## config.mk

```make
export PLATFORM = sky130hd
export DESIGN_NAME = hazard_scoreboard
export DESIGN_NICKNAME = d
export VERILOG_FILES = /design/src/rtl/hazard_pkg.sv /design/src/rtl/div_busy_ctr.sv /design/src/rtl/hazard_scoreboard.sv
export SDC_FILE = /design/constraint.sdc
export NUM_CORES = 1
export LEC_CHECK = 0
export ABC_AREA = 1
export ABC_CLOCK_PERIOD_IN_PS = 2310
export CELL_PAD_IN_SITES_DETAIL_PLACEMENT = 0
export CELL_PAD_IN_SITES_GLOBAL_PLACEMENT = 1
export CORE_ASPECT_RATIO = 0.5
export CORE_MARGIN = 2
export CORE_UTILIZATION = 29
export DETAILED_ROUTE_END_ITERATION = 10
export GPL_TIMING_DRIVEN = 0
export PLACE_DENSITY_LB_ADDON = 0.1
export RECOVER_POWER = 50
export SYNTH_ARGS = -nofsm -noshare
export SYNTH_HDL_FRONTEND = slang
export SYNTH_SLANG_ARGS = --single-unit
```

## constraint.sdc

```tcl
create_clock -name clk -period 2.31 [get_ports clk]
set_clock_uncertainty 0.1 [all_clocks]
set_input_delay 0.462 -clock clk [delete_from_list [all_inputs] [get_ports clk]]
set_output_delay 0.462 -clock clk [all_outputs]
set_load 0.1 [all_outputs]
```

## src/rtl/hazard_pkg.sv

```systemverilog
// Shared constants and types for the DE-stage hazard / forwarding unit.
package hazard_pkg;

    // fwd_sel encoding: 0 selects the register file, stage k selects k+1
    localparam int FWD_RF          = 0;
    localparam int AW_DEFAULT      = 5;
    localparam int DIV_LAT_DEFAULT = 33;

    typedef enum logic {
        DIV_IDLE = 1'b0,
        DIV_BUSY = 1'b1
    } div_state_e;

    function automatic int fwd_code(input int stage);
        return stage + 1;
    endfunction

endpackage

```

## src/rtl/div_busy_ctr.sv

```systemverilog
// Divider busy countdown: loads DIV_LAT on an accepted issue, counts down to idle.
module div_busy_ctr
    import hazard_pkg::*;
#(
    parameter int DIV_LAT = DIV_LAT_DEFAULT,
    parameter int CW      = $clog2(DIV_LAT + 1)
) (
    input  logic clk,
    input  logic rst,
    input  logic flush,
    input  logic issue,     // DIV accepted this cycle (already qualified by ~stall)
    output logic busy
);

    div_state_e    state_q, state_d;
    logic [CW-1:0] cnt_q, cnt_d;

    // State and count registers; reset clears a divide in flight immediately
    always_ff @(posedge clk or posedge rst) begin
        if (rst) begin
            state_q <= DIV_IDLE;
            cnt_q   <= '0;
        end else begin
            state_q <= state_d;
            cnt_q   <= cnt_d;
        end
    end

    // Next state: flush beats issue, issue loads, otherwise count down
    always_comb begin
        state_d = state_q;
        cnt_d   = cnt_q;
        if (flush) begin
            state_d = DIV_IDLE;
            cnt_d   = '0;
        end else if (issue) begin
            // In BUSY an issue is always stalled, so this is effectively IDLE->BUSY
            state_d = DIV_BUSY;
            cnt_d   = CW'(DIV_LAT);
        end else if (state_q == DIV_BUSY) begin
            cnt_d = cnt_q - CW'(1);
            if (cnt_q == CW'(1)) state_d = DIV_IDLE;
        end
    end

    assign busy = (cnt_q != '0);

endmodule

```

## src/rtl/hazard_scoreboard.sv

```systemverilog
// DE-stage hazard detection, youngest-producer forwarding select, divider
// interlock and saturating stall-cycle counter.
module hazard_scoreboard
    import hazard_pkg::*;
#(
    parameter int NRD     = 2,
    parameter int NSTG    = 3,
    parameter int AW      = AW_DEFAULT,
    parameter int DIV_LAT = DIV_LAT_DEFAULT,
    parameter int SW      = $clog2(NSTG + 1)
) (
    input  logic              clk,
    input  logic              rst,
    input  logic              de_valid,
    input  logic              is_j_or_b,
    input  logic [NRD-1:0]    rd_en,
    input  logic [NRD*AW-1:0] rd_addr,
    input  logic [NSTG-1:0]   stg_valid,
    input  logic [NSTG-1:0]   stg_wen,
    input  logic [NSTG*AW-1:0] stg_waddr,
    input  logic [NSTG-1:0]   stg_ready,
    input  logic              div_issue,
    input  logic              rd_hilo,
    input  logic              flush,
    output logic [NRD*SW-1:0] fwd_sel,
    output logic              stall,
    output logic              pc_we,
    output logic              ir_we,
    output logic              div_busy,
    output logic [31:0]       stall_cnt
);

    logic           chk;
    logic [NRD-1:0] port_nrdy;
    logic           stall_v;
    logic           div_accept;
    logic [31:0]    stall_cnt_q, stall_cnt_d;

    // Branches/jumps resolve in DE, so they are checked even without de_valid
    assign chk = de_valid | is_j_or_b;

    for (genvar gp = 0; gp < NRD; gp++) begin : g_port
        logic [AW-1:0]   addr;
        logic [NSTG-1:0] match;
        logic [SW-1:0]   sel;
        logic            nrdy;

        assign addr = rd_addr[gp*AW +: AW];

        // Per-stage address match; r0 never creates a dependency
        always_comb begin
            match = '0;
            for (int s = 0; s < NSTG; s++) begin
                match[s] = chk & rd_en[gp] & (addr != '0) & stg_valid[s] & stg_wen[s]
                         & (stg_waddr[s*AW +: AW] == addr);
            end
        end

        // Priority encode: scan oldest to youngest so the youngest match wins;
        // only the winner's readiness matters for stalling
        always_comb begin
            sel  = SW'(FWD_RF);
            nrdy = 1'b0;
            for (int s = NSTG - 1; s >= 0; s--) begin
                if (match[s]) begin
                    sel  = SW'(fwd_code(s));
                    nrdy = ~stg_ready[s];
                end
            end
        end

        assign fwd_sel[gp*SW +: SW] = sel;
        assign port_nrdy[gp]        = nrdy;
    end

    assign stall_v    = div_busy & (div_issue | rd_hilo) & chk;
    assign stall      = ((|port_nrdy) | stall_v) & ~flush & ~rst;
    assign pc_we      = ~stall;
    assign ir_we      = ~stall;
    assign div_accept = div_issue & de_valid & ~stall;

    div_busy_ctr #(
        .DIV_LAT (DIV_LAT)
    ) u_div_busy_ctr (
        .clk   (clk),
        .rst   (rst),
        .flush (flush),
        .issue (div_accept),
        .busy  (div_busy)
    );

    // Stall-cycle counter: counts stalled cycles, sticks at all-ones
    always_comb begin
        stall_cnt_d = stall_cnt_q;
        if (stall && (stall_cnt_q != 32'hFFFF_FFFF)) stall_cnt_d = stall_cnt_q + 32'd1;
    end

    // Counter register, cleared only by reset
    always_ff @(posedge clk or posedge rst) begin
        if (rst) stall_cnt_q <= '0;
        else     stall_cnt_q <= stall_cnt_d;
    end

    assign stall_cnt = stall_cnt_q;

endmodule

```

Word-level counts from Yosys, hierarchy flattened --
Cells that the tools add are included.
Operators by class: add/subtract/negate cells 2, multiply operators 0, div/mod/pow operators 0, $lt $le $gt $ge 0, equal/unequal tests 8, shift operators 0, muxes and demuxes 19, bitwise logic cells 37, reductions and logical operators 6
Operator list (count):
- adder 32 x 1 -> 32 bit, second input constant | 1
- inequality test 32 bit, second input constant | 1
- == test 5 bit | 6
- AND 1 bit | 28
- 2-to-1 mux 6 bit | 3
- 2-to-1 mux 2 bit | 6
- 2-to-1 mux 1 bit | 10
- nonzero test 5 bit | 2
- == test 6 x 1 -> 1 bit, second input constant | 1
- NOT 1 bit | 6
- nonzero test 6 bit | 1
- subtractor 6 x 1 -> 6 bit, second input constant | 1
- bitwise OR 1 bit | 3
- nonzero test 3 bit | 1
- OR reduction 2 bit | 1
- logical AND 1 bit | 1
Word-level totals: bits in registers 39, latch bits 0, memory bits (writable) 0, ROM bits 0, input bits 43, output and inout bits 40, logic and storage cells 75, memories 0

Depth between registers and ports, before layout --
word-level depth 17, depth in mapped cells 14, depth with buffers taken out 14

Hierarchy --
From an unflattened synthesis, not the netlist that was laid out.
Unflattened totals: cells, all modules 541, area, all modules 3424.5 µm²
By module, submodules not included:
- hazard_scoreboard | instances 1, cells each 484, area an instance 2989.1 µm², sequential area each 800.8 µm²
- div_busy_ctr | instances 1, cells each 57, area an instance 435.4 µm², sequential area each 175.2 µm²

Worst setup path after synthesis --
OpenSTA, ideal clock, no wires.
kind reg-to-output, start point reg u_div_busy_ctr.cnt_q[0], end point out stall, arrival time 3587 ps, required time 1748 ps, slack -1839 ps, stages on the path, launching flop included 10, buffers on the path 0, cells stage by stage dfrtp_1 -> inv_1 -> ha_1 -> nand4_1 -> o221ai_1 -> inv_1 -> a21oi_1 -> nand3_2 -> nand2_1 -> inv_1
On the way: longest elaborated chain between the ends 6
RTL lines:
- from (decl) | line div_busy_ctr.sv:16 | logic [CW-1:0] cnt_q, cnt_d;
- from (signal assigned) | line div_busy_ctr.sv:25 | cnt_q <= cnt_d;
- nonzero test 6 bit | line div_busy_ctr.sv:46 | assign busy = (cnt_q != '0);
- net div_busy | line hazard_scoreboard.sv:29 | output logic div_busy,
- AND 1 bit (2 in a row) | line hazard_scoreboard.sv:76 | assign stall_v = div_busy & (div_issue | rd_hilo) & chk;
- bitwise OR 1 bit | line hazard_scoreboard.sv:77 | assign stall = ((|port_nrdy) | stall_v) & ~flush & ~rst;
- AND 1 bit (2 in a row) | line hazard_scoreboard.sv:77
- to (decl) | line hazard_scoreboard.sv:26 | output logic stall,
The timed path passes the listed nets, and every way through them passes these cells.

Final worst setup path --
start point in rd_addr[1], end point out stall
On the way: longest elaborated chain between the ends 12, elaborated cells on any way between the ends 21, those cells by class eq/ne: 3; mux: 3; bitwise: 13; reduce/logical: 2
RTL lines:
- from (decl) | line hazard_scoreboard.sv:17 | input logic [NRD*AW-1:0] rd_addr,
- nonzero test 5 bit | line hazard_scoreboard.sv:54 | match[s] = chk & rd_en[gp] & (addr != '0) & stg_valid[s] & stg_wen[s]
- AND 1 bit (3 in a row) | line hazard_scoreboard.sv:54
- AND 1 bit | line hazard_scoreboard.sv:55 | & (stg_waddr[s*AW +: AW] == addr);
- 2-to-1 mux 1 bit (2 in a row) | line hazard_scoreboard.sv:65 | if (match[s]) begin
- 2-to-1 mux 1 bit (*) | line hazard_scoreboard.sv:65
- OR reduction 2 bit (*) | line hazard_scoreboard.sv:77
- bitwise OR 1 bit (*) | line hazard_scoreboard.sv:77
- AND 1 bit (*) (2 in a row) | line hazard_scoreboard.sv:77
Every way passes the cells marked *; elsewhere a longest branch is shown, timed or not.

==> impl_metrics.csv <==
group,metric,value,unit
outcome,status,"finished with violations",
outcome,failed_checks,"negative setup slack",
clock_network,cts_root_buffer,"clkbuf_16",
layout,seqCellArea,975.9,um2
routing,ant_nets,0,
sta,finalMaxSlewViolations,0,
routing,drtIter0Drc,102,
run,drv_cap,0,
routing,vias_per_cell,4.492,
floorplan,pin_count,83,
sta,fmax,410.3,MHz
setup_path,path_buf_inv,4,
grt,grt_max_degree,40,
clock_network,clock_path_buffers,2,
clock_network,cts.sinks,39,
placement,portBuffers,82,
grt,grt_pass1_wl,17600,um
routing,drc,0,
sta,setup_slack,-127.1,ps
floorplan,dieArea,12890,um2
layout,layout-drive-gt1-share,30.42,%
setup_path,cpPeakStageDelay,170,ps
floorplan,core-area,11740,um2
sta,period_needed,2437,ps
setup_path,criticalPathCategory,"in -> out",
sta,setup_violations,3,
synthesis,syn_inst,510,
layout,fin_area,4980,um2
clock_network,clk_pin_slew,60,ps
placement,place.gp.congestion,0.8860,
pwr,ir_drop,0.3420,mV
synthesis,synth_area,3463,um2
synthesis,yosysWarnings,0,
floorplan,start_util,29.51,%
setup_path,critPathArrivalTime,1880,ps
sta,hold_violations,0,
floorplan,die_h,81.28,um
clock_network,clkLatencyLatePin,290,ps
routing,firstDrtPassIters,4,
setup_path,cp.required,1750,ps
synthesis,yosysSeqAreaShare,28.18,%
layout,nets,664,
clock_network,tritoncts,"built",
min_path,holdCritPathClass,"reg -> reg",
layout,fill_cells,1287,
synthesis,ys_ff_latch,39,
sta,tightest_slew,985.7,ps
setup_path,cp-end-kind,"primary output",
placement,hpwl,8553,um
synthesis,synthDistinctLibCells,41,
setup_path,worstPathMaxFanout,5,
clock_network,ctsHoldBuffers,0,
layout,syn_to_final_growth,43.79,%
setup_path,worstSetupStartpointType,"input port",
sta,relSlewSlack,34.55,%
setup_path,path_cells,"buf_2 -> nor2_2 -> nand3_1 -> nand2_2 -> buf_6 -> nor2_4 -> nand2_4 -> nand2_4 -> a21oi_4 -> nand3_4 -> nand2_8 -> clkinvlp_4 -> buf_12",
floorplan,die_x,158.5,um
clock_network,htreeDepth,2,
grt,grt_pass1_vias,3562,
placement,place_area,4537,um2
sta,tns,-243.8,ps
grt,grt_overflow_total,0,
clock_network,numCtsBuffers,5,
grt,antenna_found_initial,0,
routing,num_vias,3517,
setup_path,cp_slowest_cell,"buf_12",
pwr,powerDensity,474.8,nW/um2
setup_path,path_delay_family,"simple AND/OR/NAND/NOR gates",
synthesis,syn-num-nets,557,
grt,grt_use_total,17.47,%
pwr,leakagePower,0.002426,uW
sta,rsz0062_at_grt,"true",
routing,wl,10660,um
floorplan,rows,28,
layout,multi_input_area,2351,um2
synthesis,syn_area_per_cell,6.791,um2
sta,finalCritPeriodShare,105.5,%
setup_path,cp_common_cell,"nand2_4",
layout,num_antenna_cells,0,
routing,wl_per_cell,13.61,um
-- state kept, by name, summed over array words and instances, names as in the netlist --
signal and flops:
stall_cnt 32, u_div_busy_ctr.cnt_q 6, u_div_busy_ctr.state_q 1
-- stage by stage --
stage | hold WS, ps | utilization, % | std cells | power, uW | setup slack, ps
floorplan | 419.7 | - | 510 | 1383 | -1158
CTS | 449.2 | 41.33 | 780 | 2354 | -160.0
global route | 481.9 | 42.43 | 783 | 2491 | -260.5
finish | 435.8 | 42.43 | 783 | 2364 | -127.1
detailed placement | 435.0 | 38.66 | 757 | 1641 | -1728
global placement | 430.9 | 38.66 | 757 | 1638 | -1729
-- worst register-to-register path: stages, from the launching register on --
cell	delay, ps
dfrtp_1	390
inv_2	90
ha_4	130
nand4_1	150
o221ai_2	110
inv_2	70
a21oi_4	130
nand3_4	120
buf_4	150
buf_4	130
nand3_4	170
buf_6	210
o21ai_2	60
-- worst paths after layout --
check	slack, ps	startpoint	depth (start not counted)	end
min in group asynchronous	730	rst	2	u_div_busy_ctr.state_q
setup reg to reg	190	u_div_busy_ctr.cnt_q[0]	12	stall_cnt[30]
hold / removal	440	stall_cnt[31]	2	stall_cnt[31]
max in group asynchronous	830	rst	2	stall_cnt[19]
setup / recovery	-130	rd_addr[1]	13	stall
hold reg to reg	440	stall_cnt[31]	2	stall_cnt[31]
-- power breakdown --
group	internal (uW)	total, uW	switching (uW)	leakage [uW]
logic	280	904	624	0.00182
registers	724	780	56.0	0.000537
clock network	400	680	281	0.0000679
total	1400	2360	961	0.00243
-- layout make-up --
class                           count  area share [%]
Timing Repair Buffer              100           17.99
Inverter                           83           6.382
Tap cell                          165           4.146
Clock buffer                        7           2.663
Clock inverter                      1          0.1005
Sequential cell                    39           19.60
Buffer                              8           1.910
Multi-Input combinational cell    380           47.21
-- placed cells by master (no fill, tap or decap), types with 2 or more instances in the layout --
| cell type | netlist | routed |
|---|---|---|
| nor2_2 | 2 | 8 |
| nor3_1 | 11 | 9 |
| dfrtp_1 | 39 | 39 |
| clkbuf_1 | 1 | 3 |
| inv_1 | 79 | 59 |
| a21oi_2 | 0 | 3 |
| inv_2 | 4 | 22 |
| buf_2 | 0 | 14 |
| nand2_1 | 166 | 145 |
| clkbuf_16 | 0 | 5 |
| a21oi_4 | 0 | 2 |
| nor3_2 | 2 | 2 |
| nand3_4 | 2 | 3 |
| buf_4 | 1 | 23 |
| nand3_2 | 2 | 5 |
| xnor2_1 | 15 | 15 |
| xor2_1 | 22 | 21 |
| ha_1 | 4 | 3 |
| nand2_2 | 3 | 20 |
| nand2_4 | 1 | 4 |
| clkdlybuf4s15_1 | 0 | 6 |
| nor2_1 | 49 | 37 |
| buf_12 | 1 | 7 |
| a21oi_1 | 9 | 4 |
| nor3_4 | 0 | 2 |
| clkdlybuf4s50_1 | 0 | 6 |
| nor2_4 | 4 | 10 |
| nor4_1 | 7 | 7 |
| buf_6 | 4 | 9 |
| o21ai_0 | 4 | 3 |
| nand3_1 | 21 | 17 |
| clkdlybuf4s15_2 | 0 | 5 |
| dlygate4sd2_1 | 0 | 33 |
| o21ai_2 | 29 | 30 |
| nand4_1 | 13 | 13 |
-- layer usage --
metal	wire (um)	GRT usage [%]	vias to the layer above
met5	0	0	-
met4	180	4.234	0
met3	379	3.308	17
met1	5208	23.00	1612
li1	-	-	1814
met2	4887	29.78	74
-- cell families after synthesis --
logic type | after synthesis | synth area share (%)
AO/OA/AOI/OAI | 48 | 10.44
buffers and inverters | 91 | 11.63
AND/OR/NAND/NOR | 291 | 38.95
flip-flops | 39 | 28.18
XOR/XNOR | 37 | 9.357
adder cells (fa/ha/maj) | 4 | 1.445
-- synth_stat cells --
master / instances / area share, %
nand2_1: 166 / 18
inv_1: 79 / 8.6
nor2_1: 49 / 5.3
dfrtp_1: 39 / 28
o21ai_2: 29 / 7.3
xor2_1: 22 / 5.6
nand3_1: 21 / 3.0
xnor2_1: 15 / 3.8
nand4_1: 13 / 2.3
nor3_1: 11 / 1.6
a21oi_1: 9 / 1.3
nor4_1: 7 / 1.3
buf_6: 4 / 1.3
ha_1: 4 / 1.4
inv_2: 4 / 0.43
nor2_4: 4 / 1.3
o21ai_0: 4 / 0.58
nand2_2: 3 / 0.54
nand3_2: 2 / 0.58
nand3_4: 2 / 1.0
nor2_2: 2 / 0.36
nor3_2: 2 / 0.58
a21boi_0: 1 / 0.22
a22oi_1: 1 / 0.22
and3_1: 1 / 0.18
buf_12: 1 / 0.58
buf_4: 1 / 0.22
buf_8: 1 / 0.43
clkbuf_1: 1 / 0.11
nand2_4: 1 / 0.33
nand3b_1: 1 / 0.22
nand4_4: 1 / 0.61
nor2_8: 1 / 0.58
nor3b_1: 1 / 0.22
nor3b_4: 1 / 0.54
o211ai_1: 1 / 0.22
o21ai_1: 1 / 0.14
o221ai_1: 1 / 0.25
o22ai_1: 1 / 0.18
or2_1: 1 / 0.18
or3_1: 1 / 0.18
-- repair_timing --
action | CTS | global route
setup buffers | 15 | 3
setup endpoints to repair | 79 | 6
pin swaps | 43 | 29
resized for setup | 264 | 44
Note: power is estimated with default switching activity, not from simulation.
